File: config.mk
export PLATFORM = sky130hd
export DESIGN_NAME = pov_update_ctrl
export DESIGN_NICKNAME = d
export VERILOG_FILES = /design/src/rtl/pov_pkg.sv /design/src/rtl/pov_rr_arb2.sv /design/src/rtl/pov_update_ctrl.sv
export SDC_FILE = /design/constraint.sdc
export NUM_CORES = 1
export LEC_CHECK = 0
export CORE_MARGIN = 1.5
export CORE_UTILIZATION = 35
export DETAILED_ROUTE_END_ITERATION = 7
export GPL_ROUTABILITY_DRIVEN = 1
export HOLD_SLACK_MARGIN = 0.1
export PLACE_DENSITY_LB_ADDON = 0.25
export SLEW_MARGIN = 20
export SYNTH_ARGS = -nofsm -noshare
export SYNTH_HDL_FRONTEND = slang
export SYNTH_SLANG_ARGS = --single-unit
File: constraint.sdc
create_clock -name clk -period 3.3 [get_ports clk]
set_input_delay 0.66 -clock clk [delete_from_list [all_inputs] [get_ports clk]]
set_output_delay 0.66 -clock clk [all_outputs]
set_load 0.02 [all_outputs]
File: src/rtl/pov_pkg.sv
// Shared constants for the POV vector update controller: packed vector layout and FSM encoding.
package pov_pkg;
    localparam int VEC_W = 74;
    localparam int POS_W = 15;
    localparam int DIR_W = 11;

    // Bit offsets (LSB) of each field, MSB-first packing.
    localparam int PLAYER_X_LSB = 59;
    localparam int PLAYER_Y_LSB = 44;
    localparam int FACING_X_LSB = 33;
    localparam int FACING_Y_LSB = 22;
    localparam int VPLANE_X_LSB = 11;
    localparam int VPLANE_Y_LSB = 0;

    localparam int SRC_SPI  = 0;
    localparam int SRC_HOST = 1;

    typedef enum logic [1:0] {
        ST_IDLE = 2'd0,
        ST_LOAD = 2'd1,
        ST_HOLD = 2'd2
    } state_t;
endpackage

File: src/rtl/pov_rr_arb2.sv
// Two-input round-robin selector; req[0] is SPI, req[1] is host. A tie goes to the side not granted last.
module pov_rr_arb2 (
    input  logic       clk,
    input  logic       reset,
    input  logic [1:0] req,
    input  logic       advance,
    output logic [1:0] grant
);
    logic last_host;

    always_comb begin
        grant = 2'b00;
        case (req)
            2'b01:   grant = 2'b01;
            2'b10:   grant = 2'b10;
            2'b11:   grant = last_host ? 2'b01 : 2'b10;
            default: grant = 2'b00;
        endcase
    end

    // Starts as "host last" so SPI wins the first tie.
    always_ff @(posedge clk) begin
        if (reset)
            last_host <= 1'b1;
        else if (advance && (grant != 2'b00))
            last_host <= grant[1];
    end
endmodule

File: src/rtl/pov_update_ctrl.sv
// Frame-synchronous vector update controller: arbitrates SPI/host vector sets at frame end.
// Optional per-source load counters are built when POV_UPDATE_STATS_EN is defined.
module pov_update_ctrl #(
    parameter int VEC_W = 74,
    parameter int GUARD = 4
) (
    input  logic             clk,
    input  logic             reset,
    input  logic             i_frame_end,
    input  logic             i_spi_valid,
    input  logic [VEC_W-1:0] i_spi_vec,
    output logic             o_spi_ack,
    input  logic             i_host_valid,
    input  logic [VEC_W-1:0] i_host_vec,
    output logic             o_host_ack,
    output logic             o_load,
    output logic [VEC_W-1:0] o_vec,
    output logic             o_busy,
    output logic             o_overrun,
    output logic [7:0]       o_spi_loads,
    output logic [7:0]       o_host_loads
);
    import pov_pkg::*;

    state_t     state, state_nxt;
    logic [1:0] req, grant, grant_q;
    logic [3:0] hold_cnt;
    logic       start;

    assign req   = {i_host_valid, i_spi_valid};
    assign start = (state == ST_IDLE) && i_frame_end && (req != 2'b00);

    pov_rr_arb2 u_arb (
        .clk     (clk),
        .reset   (reset),
        .req     (req),
        .advance (start),
        .grant   (grant)
    );

    always_comb begin
        state_nxt = state;
        case (state)
            ST_IDLE: if (start) state_nxt = ST_LOAD;
            ST_LOAD: state_nxt = ST_HOLD;
            ST_HOLD: if (hold_cnt == 4'd0) state_nxt = ST_IDLE;
            default: state_nxt = ST_IDLE;
        endcase
    end

    always_ff @(posedge clk) begin
        if (reset) begin
            state     <= ST_IDLE;
            grant_q   <= 2'b00;
            o_vec     <= '0;
            hold_cnt  <= 4'd0;
            o_overrun <= 1'b0;
        end else begin
            state <= state_nxt;
            if (start) begin
                grant_q <= grant;
                o_vec   <= grant[SRC_HOST] ? i_host_vec : i_spi_vec;
            end
            if (state == ST_LOAD)
                hold_cnt <= 4'(GUARD - 1);
            else if ((state == ST_HOLD) && (hold_cnt != 4'd0))
                hold_cnt <= hold_cnt - 4'd1;
            // Frame ends arriving while busy are dropped but remembered.
            if ((state != ST_IDLE) && i_frame_end)
                o_overrun <= 1'b1;
        end
    end

    // Reset masks the load strobe even if it lands while in LOAD.
    assign o_load     = (state == ST_LOAD) && !reset;
    assign o_spi_ack  = o_load && grant_q[SRC_SPI];
    assign o_host_ack = o_load && grant_q[SRC_HOST];
    assign o_busy     = (state != ST_IDLE);

`ifdef POV_UPDATE_STATS_EN
    logic [7:0] spi_cnt, host_cnt;

    always_ff @(posedge clk) begin
        if (reset) begin
            spi_cnt  <= 8'd0;
            host_cnt <= 8'd0;
        end else begin
            if (o_spi_ack && (spi_cnt != 8'hFF))
                spi_cnt <= spi_cnt + 8'd1;
            if (o_host_ack && (host_cnt != 8'hFF))
                host_cnt <= host_cnt + 8'd1;
        end
    end

    assign o_spi_loads  = spi_cnt;
    assign o_host_loads = host_cnt;
`else
    assign o_spi_loads  = 8'd0;
    assign o_host_loads = 8'd0;
`endif
endmodule

==> impl_results.md <==
* Status: finished clean
* Nets at 849
* Power per cell area at 438 mW/mm^2
* CTS Hold Bufs at 0
* TritonRoute pass-1 iters at 5
* CTS root buffer: clkbuf_8
* Core Region at 0.0108 sq mm
* Routed wire length at 13600 um
* Highest clock rate at 0.395 GHz
* Clock sink count at 84
* Layout area overhead at 64.0%
* Mean post-synth cell area at 7.89 sq um
* Per-cell routed wire length at 16.2 um
* I/O Pins at 248
* Initial drt markers at 359
* N_diodes at 0
* Clk Latency, worst-skew pair at 0.35 ns
* TritonCTS clock tree: built
* Final antenna-violating net count at 0
* Via count at 4528
* Mapped cell area at 0.00390 sq mm
* Final GP Congestion at 0.770
* Worst-path maximum fanout at 8
* Post-synthesis mux area share at 0
* Synth Register Bits at 84
* Setup violators final at 0
* Slew @ Worst Pin at 0.938 ns
* CP Launch Type: flop
* Main combinational cell family by area after synthesis: compound AO/OA/AOI/OAI gates
* GRT Total Usage at 0.217
* Max-Cap Viols at 0
* H-tree Lvls at 3
* Worst Path Arrival at 1.87 ns
* Critical Path End Type: primary output
* Fin crit period at 2.53 ns
* Worst endpoint required time at 2.64 ns
* Cells after synthesis at 494
* Hold violation count in the final report at 0
* Unrepaired setup endpoints after global routing: false
* Largest net degree at the start of global routing at 84
* Final Max Tran Viols at 0
* Grt ovf at 0
* Max VDD drop at 0.258 mV
* Worst hold path class: reg2reg
* Leak at 2.35 nW
* Post-CTS setup buffers at 0
* Port Buf Inserts at 231
* Clk slew on worst S/H paths at 0.08 ns
* First-pass GRT wire length at 20300 um
* Skew final at 0.00618 ns
* Period utilisation layout at 0.767
* Worst hold margin at 0.489 ns
* Post-synthesis compound-gate area fraction at 0.294
* Post-CTS Resized at 0
* Post-synth cell types at 33
* Row cnt at 38
* Critical path class: reg2out
* Post-Synth Adder-Cell Area at 0.00321
* Initial antenna violation count at 0
* Vias in the first global route at 4167
* Die Wd at 109 um
* Drt via density at 5.40
* Ys Warns at 0
* CTS buffer count at 9
* Setup TNS at 0 ns
* Hpwl dp at 8990 um
* Fill cell count at 979
* Post-Synth XOR/XNOR Area at 0
* Simple-gate share of the synthesized area at 0.175
* Die Height at 109 um
* Residual DRC at 0
* Starting Density at 0.360
* Post-synthesis sequential area ratio at 0.431
* Rel. slew slack at 0.375
* Share of cells above drive strength 1 at 0.0472
* Die ar. at 0.0118 sq mm
* Clock Tree Buf Depth at 2
## metrics by stage
step	std cells	util	instance area (sq um)	total power, mW	setup WS (ns)
2_1_floorplan	509	-	3950	1.61	1.14
3_3_place_gp	824	0.571	6190	2.01	1.00
3_5_place_dp	824	0.571	6190	2.03	0.936
4_1_cts	839	0.590	6390	2.82	0.735
5_1_grt	839	0.590	6390	2.93	0.645
6_report	839	0.590	6390	2.80	0.767
## worst max-delay path: stages (launching register included)
cell and delay (ns):
dfxtp_1 0.41, nand2b_1 0.22, nor2_1 0.15, and2_1 0.14, clkdlybuf4s50_1 0.60
## layout make-up
class                           count  area [sq um]  share of cell area
Tap cell                          140           175              0.0274
Timing Repair Buffer              240          2390               0.374
Clock inverter                      5          77.6              0.0121
Clock buffer                       10           128              0.0200
Sequential cell                    84          1680               0.263
Multi-Input combinational cell    354          1920               0.300
Inverter                            6          22.5             0.00352
## registers in the layout, indices dropped and copies added (netlist names)
register,flops
o_vec,74
hold_cnt,4
u_arb.last_host,1
o_overrun,1
state,2
grant_q,2
## cells in the mapped netlist, drive strengths merged
cell | number | area share
nand2 | 150 | 0.14
a221oi | 1 | 0.0022
or2 | 2 | 0.0032
or4 | 1 | 0.0019
a21bo | 1 | 0.0026
ha | 1 | 0.0032
clkbuf | 19 | 0.018
nor3b | 1 | 0.0019
o21ai | 4 | 0.0051
nor4b | 1 | 0.0022
o22ai | 1 | 0.0016
o21a | 3 | 0.0058
or3 | 1 | 0.0016
nor2 | 7 | 0.0074
a311oi | 74 | 0.17
a211oi | 2 | 0.0051
a21oi | 77 | 0.099
and2 | 2 | 0.0032
dfxtp | 84 | 0.43
conb | 1 | 0.00096
a31oi | 2 | 0.0032
nand2b | 2 | 0.0032
inv | 6 | 0.0058
nor3 | 2 | 0.0026
nand3 | 1 | 0.0013
buf | 46 | 0.072
a21boi | 1 | 0.0029
nor2b | 1 | 0.0016
## routing by layer
metal,routed length (um),global-route usage,up-vias,share of wire
li1,-,-,2137,-
met1,5420,0.252,2144,0.40
met2,6760,0.386,224,0.50
met3,1190,0.0440,23,0.088
met4,227,0.0883,0,0.017
met5,0,0,-,0
## where the power goes
part | total [mW] | switching (mW) | internal, mW
sequential | 1.16 | 0.0525 | 1.11
combinational | 0.848 | 0.426 | 0.423
clock | 0.788 | 0.368 | 0.420
total | 2.80 | 0.846 | 1.95
## final timing paths
kind / startpoint / endpoint / slack (ns) / cells after the start
worst max-delay path: state[1]$_SDFFE_PP0P_ / o_spi_ack / 0.77 / 4
worst min-delay path: grant_q[0]$_SDFFE_PP0P_ / grant_q[0]$_SDFFE_PP0P_ / 0.49 / 1
worst max register to register: state[1]$_SDFFE_PP0P_ / o_vec[43]$_SDFFE_PP0P_ / 1.43 / 4
worst min register to register: grant_q[0]$_SDFFE_PP0P_ / grant_q[0]$_SDFFE_PP0P_ / 0.49 / 1
## cells by family (layout without fill, tap and decap cells)
logic type               after synthesis  after routing
AO/OA/AOI/OAI                        166            166
adder cells (fa/ha/maj)                1              1
other                                  1             16
flip-flops                            84             84
buffers and inverters                 71            261
AND/OR/NAND/NOR                      171            171
## placed cells by master, fill, tap and decap left out, drive strengths merged, types with 2 or more instances in the layout
master and n:
clkdlybuf4s50 230, nand2 150, dfxtp 84, a21oi 77
a311oi 74, conb 16, clkbuf 10, buf 10
nor2 7, inv 6, o21ai 4, o21a 3
nand2b 2, and2 2, nor3 2, a31oi 2
or2 2, bufinv 2, clkinv 2, a211oi 2
Note: power is estimated with default switching activity, not from simulation.
